$ cat config.mk
export PLATFORM = sky130hd
export DESIGN_NAME = bus_regfile
export DESIGN_NICKNAME = d
export VERILOG_FILES = /design/src/rtl/cpu_pkg.sv /design/src/rtl/led_dump_seq.sv /design/src/rtl/bus_regfile.sv
export SDC_FILE = /design/constraint.sdc
export NUM_CORES = 1
export LEC_CHECK = 0
export BUFFER_PORTS_ARGS = -buffer_cell sky130_fd_sc_hd__buf_2
export CAP_MARGIN = 20
export CORE_UTILIZATION = 43
export CTS_CLUSTER_SIZE = 8
export DETAILED_ROUTE_END_ITERATION = 16
export HOLD_SLACK_MARGIN = 0.06
export SETUP_SLACK_MARGIN = 0.05
export SYNTH_ARGS = -nofsm -noshare
export SYNTH_HDL_FRONTEND = slang
export SYNTH_HIERARCHICAL = 1
export SYNTH_SLANG_ARGS = --single-unit
export TNS_END_PERCENT = 100
$ cat constraint.sdc
create_clock -name clk -period 7.42 [get_ports clk]
set_input_delay 1.484 -clock clk [delete_from_list [all_inputs] [get_ports clk]]
set_output_delay 1.484 -clock clk [all_outputs]
set_load 0.02 [all_outputs]
$ cat src/rtl/cpu_pkg.sv
// Shared CPU definitions: register-file geometry, opcode encodings and the
// LED dump sequencer state type.
package cpu_pkg;

    localparam int ADDR_W = 4;
    localparam int DATA_W = 16;

    localparam logic [3:0] OP_ADDI = 4'd0;
    localparam logic [3:0] OP_ADD  = 4'd1;
    localparam logic [3:0] OP_SUB  = 4'd4;
    localparam logic [3:0] OP_AND  = 4'd5;
    localparam logic [3:0] OP_OR   = 4'd6;
    localparam logic [3:0] OP_XOR  = 4'd7;
    localparam logic [3:0] OP_LD   = 4'd8;
    localparam logic [3:0] OP_ST   = 4'd9;
    localparam logic [3:0] OP_HALT = 4'd10;
    localparam logic [3:0] OP_JMP  = 4'd15;

    typedef enum logic {
        IDLE = 1'b0,
        SHOW = 1'b1
    } dump_state_e;

endpackage

$ cat src/rtl/led_dump_seq.sv
// Walks every register onto the LEDs, holding each for HOLD_TICKS en ticks.
// The register contents arrive through the index/nibble port pair.
module led_dump_seq
    import cpu_pkg::*;
#(
    parameter int IDX_W      = 4,
    parameter int HOLD_TICKS = 3
) (
    input  logic             clk,
    input  logic             rst_n,
    input  logic             en,
    input  logic             dump_req,
    input  logic [3:0]       nibble,
    output logic [IDX_W-1:0] index,
    output logic [7:0]       led,
    output dump_state_e      state
);

    localparam logic [7:0] HOLD_LAST = 8'(HOLD_TICKS - 1);

    dump_state_e      state_n;
    logic [IDX_W-1:0] index_n;
    logic [7:0]       hold, hold_n;

    always_ff @(posedge clk or negedge rst_n) begin
        if (!rst_n) begin
            state <= IDLE;
            index <= '0;
            hold  <= '0;
        end else begin
            state <= state_n;
            index <= index_n;
            hold  <= hold_n;
        end
    end

    always_comb begin
        state_n = state;
        index_n = index;
        hold_n  = hold;
        case (state)
            IDLE: begin
                if (en && dump_req) begin
                    state_n = SHOW;
                    index_n = '0;
                    hold_n  = '0;
                end
            end
            SHOW: begin
                if (en) begin
                    if (hold == HOLD_LAST) begin
                        hold_n = '0;
                        if (index == '1) begin
                            state_n = IDLE;
                            index_n = '0;
                        end else begin
                            index_n = index + IDX_W'(1);
                        end
                    end else begin
                        hold_n = hold + 8'd1;
                    end
                end
            end
        endcase
    end

    // Data nibble is taken live from the array, so a write shows up next cycle.
    assign led = (state == SHOW) ? {index, nibble} : 8'h00;

endmodule

$ cat src/rtl/bus_regfile.sv
// CPU register-bus responder: 16x16 register file with zero-latency reads,
// tick-qualified writes, sticky protocol error flag, write counter and LED dump.
module bus_regfile
    import cpu_pkg::*;
#(
    parameter int ADDR_W     = cpu_pkg::ADDR_W,
    parameter int DATA_W     = cpu_pkg::DATA_W,
    parameter int HOLD_TICKS = 3
) (
    input  logic              clk,
    input  logic              rst_n,
    input  logic              en,
    input  logic [15:0]       DA,
    input  logic [DATA_W-1:0] DOUT,
    output logic [DATA_W-1:0] DIN,
    input  logic              RD,
    input  logic              WR,
    input  logic              dump_req,
    output logic              dump_busy,
    output logic [7:0]        led,
    output logic [7:0]        wr_count,
    output logic              bus_err
);

    logic [DATA_W-1:0] mem [2**ADDR_W];
    logic              addr_ok;
    logic [ADDR_W-1:0] addr;
    logic              wr_ok;
    logic              fault;
    logic [ADDR_W-1:0] dump_index;
    dump_state_e       dump_state;

    assign addr    = DA[ADDR_W-1:0];
    assign addr_ok = (DA[15:ADDR_W] == '0);
    assign wr_ok   = en && WR && !RD && addr_ok;
    // Violations only count on ticks, where the CPU phase signals are settled.
    assign fault   = en && ((RD && WR) || ((RD || WR) && !addr_ok));

    assign DIN = addr_ok ? mem[addr] : '0;

    always_ff @(posedge clk or negedge rst_n) begin
        if (!rst_n) begin
            for (int i = 0; i < 2**ADDR_W; i++) begin
                mem[i] <= '0;
            end
        end else if (wr_ok) begin
            mem[addr] <= DOUT;
        end
    end

    always_ff @(posedge clk or negedge rst_n) begin
        if (!rst_n) begin
            wr_count <= '0;
            bus_err  <= 1'b0;
        end else begin
            if (wr_ok && wr_count != 8'hFF) begin
                wr_count <= wr_count + 8'd1;
            end
            if (fault) begin
                bus_err <= 1'b1;
            end
        end
    end

    led_dump_seq #(
        .IDX_W      (ADDR_W),
        .HOLD_TICKS (HOLD_TICKS)
    ) u_dump (
        .clk      (clk),
        .rst_n    (rst_n),
        .en       (en),
        .dump_req (dump_req),
        .nibble   (mem[dump_index][3:0]),
        .index    (dump_index),
        .led      (led),
        .state    (dump_state)
    );

    assign dump_busy = (dump_state == SHOW);

endmodule
==> flow_summary.ini <==
[timing]
fin_setup_tns_ns = 0
hold_ws_ns = 0.458
setup_viol = 0
maxSlewViolCount = 0
worstMarginPinSlew_ns = 0.979
finClkSkew_ns = 0.00199
finalCriticalPeriod_ns = 5.44
finalCritPeriodShare_pct = 73.3
rsz0062_at_grt = no
max_freq_mhz = 184
slew_headroom_pct = 34.7
final_hold_viol_count = 0

[critical_path]
crit_top_cell = buf_2
cpMaxStageDelayCell = o32ai_1
crit_family = simple AND/OR/NAND/NOR gates
end_kind = output pin
cp_max_fo = 16
cpPeakStageDelay_ns = 0.81
criticalPathCategory = input pin to output pin
crit_chain = buf_2, nor4_4, nand2_1, o32ai_1, buf_2
cp_data_arrival_time_ns = 3.95
cp_num_buf_inv = 2
critPathRequiredTime_ns = 5.94
cp-start-kind = input pin

[clocking]
postCtsSetupBuffers = 0
cts-resized-gates = 0
ctsHoldBuffers = 0
cts_buffers = 40
clk_latency_ns = 0.51
cts_tree = yes
cts_sinks = 278
clock_path_buffers = 3
clockRootBuffer = clkbuf_16
clk_pin_slew_ns = 0.05
htreeDepth = 2

[die]
initial_utilization_pct = 44.2
num_io_pins = 72
die_x_microns = 180
coreArea_sq_um = 30900
die-area_sq_um = 32500
fp.dieH_microns = 180
row_count = 64

[yosys]
synth.top_cell.area_share_pct = 51.0
synth_edf_count = 0
syn_nets = 918
ys_seq_area_share_pct = 51.0
ys_ff_latch = 278
synth_cell_types = 51
synthArstFlopShare_pct = 100
synth_largest_area_cell = dfrtp_1
yosysWarningCount = 6
synth_most_common_cell = dfrtp_1
syn_area_sq_um = 13700
ys_top_cells_by_count = 278 x dfrtp_1, 234 x mux2_2, 80 x mux4_2, 34 x mux2i_1, 29 x clkbuf_1
synthFlopType = dfrtp_1
postSynthCellCount = 876
syn_area_per_cell_sq_um = 15.6
ys_top_cells_by_area = dfrtp_1 51%, mux2_2 19%, mux4_2 13%, mux2i_1 2.5%, mux2_4 2.2%

[finish]
area_growth_pct = 13.6
multi_input_area_sq_um = 6370
fin_nets = 991
register_area_sq_um = 6960
drive_above_1_share_pct = 52.3
fillers = 2658

[place]
hpwl_mm = 19.7
port_buffers = 71
place_congestion = 0.760

[route]
firstDrtPassIters = 6
avgViaCountPerCell = 5.96
initialDrtViolationCount = 501
drt-total-wl_mm = 32.3
remaining_drc_errors = 0
ant_nets = 0
dr_total_vias = 8037
wl_per_cell_microns = 23.9

[grt]
grt_max_degree = 140
met1_usage_pct = 30.3
grt_pass1_wl_mm = 51.7
grt_pass1_vias = 8448
grt_overflow = 0
use_met3_pct = 4.26
grt_use_total_pct = 20.7
use_met2_pct = 31.5
grt.busiest_layer = met2
antenna_found_initial = 2

[pwr]
power.density_nw_per_um2 = 221
peakVddDrop_uv = 163
power.leakage_nw = 7.48

[run_status]
outcome = finished clean

[run]
drv_cap = 0

[hold_path]
hold_path.class = register to register
[stage by stage]
stage	util [%]	total power, mW	cell area (sq um)	setup WS (ns)	std cells
6_report	50.2	3.43	15500	1.98	1349
5_1_grt	50.2	3.57	15500	1.75	1347
4_1_cts	50.1	3.47	15500	1.97	1346
3_5_place_dp	46.7	1.89	14400	1.98	1302
3_3_place_gp	46.6	1.89	14400	1.76	1300
2_1_floorplan	-	1.78	13700	2.81	876
[layer usage]
metal / vias up / share of wire (%)
li1: 3482 / -
met1: 4302 / 48
met2: 213 / 46
met3: 40 / 5.3
met4: 0 / 1.6
met5: - / 0
[state kept, by name, indices dropped and copies added, names as in the netlist]
name,cells
mem,256
u_dump/hold,8
wr_count,8
u_dump/state,1
bus_err,1
u_dump/index,4
[power by group]
group	switching (mW)	total [mW]	internal [mW]
Sequential	0.0516	1.59	1.54
Combinational	0.165	0.271	0.106
Clock	0.625	1.58	0.950
[cell type report]
cell class,instances,area share (%)
Clock buffer,42,6.50
Tap cell,396,3.19
Multi-Input combinational cell,526,41.1
Clock inverter,2,0.161
Inverter,6,0.145
Sequential cell,278,44.9
Timing Repair Buffer,97,4.03
Antenna cell,2,0.0323
[placed cells by master (no fill, tap or decap), types with 6 or more instances in the layout]
cell type	instances
nor3_4	10
buf_4	24
mux2_2	234
o21ai_0	8
nand4_1	8
inv_1	6
nand3_1	12
and2_1	10
xor2_1	6
clkbuf_16	40
dfrtp_1	278
o32ai_1	16
a22oi_1	8
nand2_1	19
mux4_2	80
mux2_4	20
buf_2	68
mux2i_1	34
[cell families after synthesis]
logic type / count (synthesis) / share of synthesized area [%]
AOI/OAI and AO/OA: 47 / 2.60
xor gates and xnor gates: 6 / 0.385
adders and majority gates: 5 / 0.440
buffers and inverters: 72 / 2.83
DFF: 278 / 51.0
muxes: 373 / 37.6
and+or+nand+nor: 95 / 5.17
[worst paths after layout]
path	to	slack (ns)	cells after the start	startpoint
worst max-delay path	DIN[5]	1.98	5	DA[9]
worst min-delay path	bus_err	0.46	1	bus_err
worst min register to register	bus_err	0.46	1	bus_err
max in group asynchronous	mem[139]	5.40	2	rst_n
min in group asynchronous	u_dump/hold[5]	0.89	1	rst_n
worst max register to register	u_dump/index[3]	5.42	5	u_dump/index[1]
(Power assumes the default switching activity.)
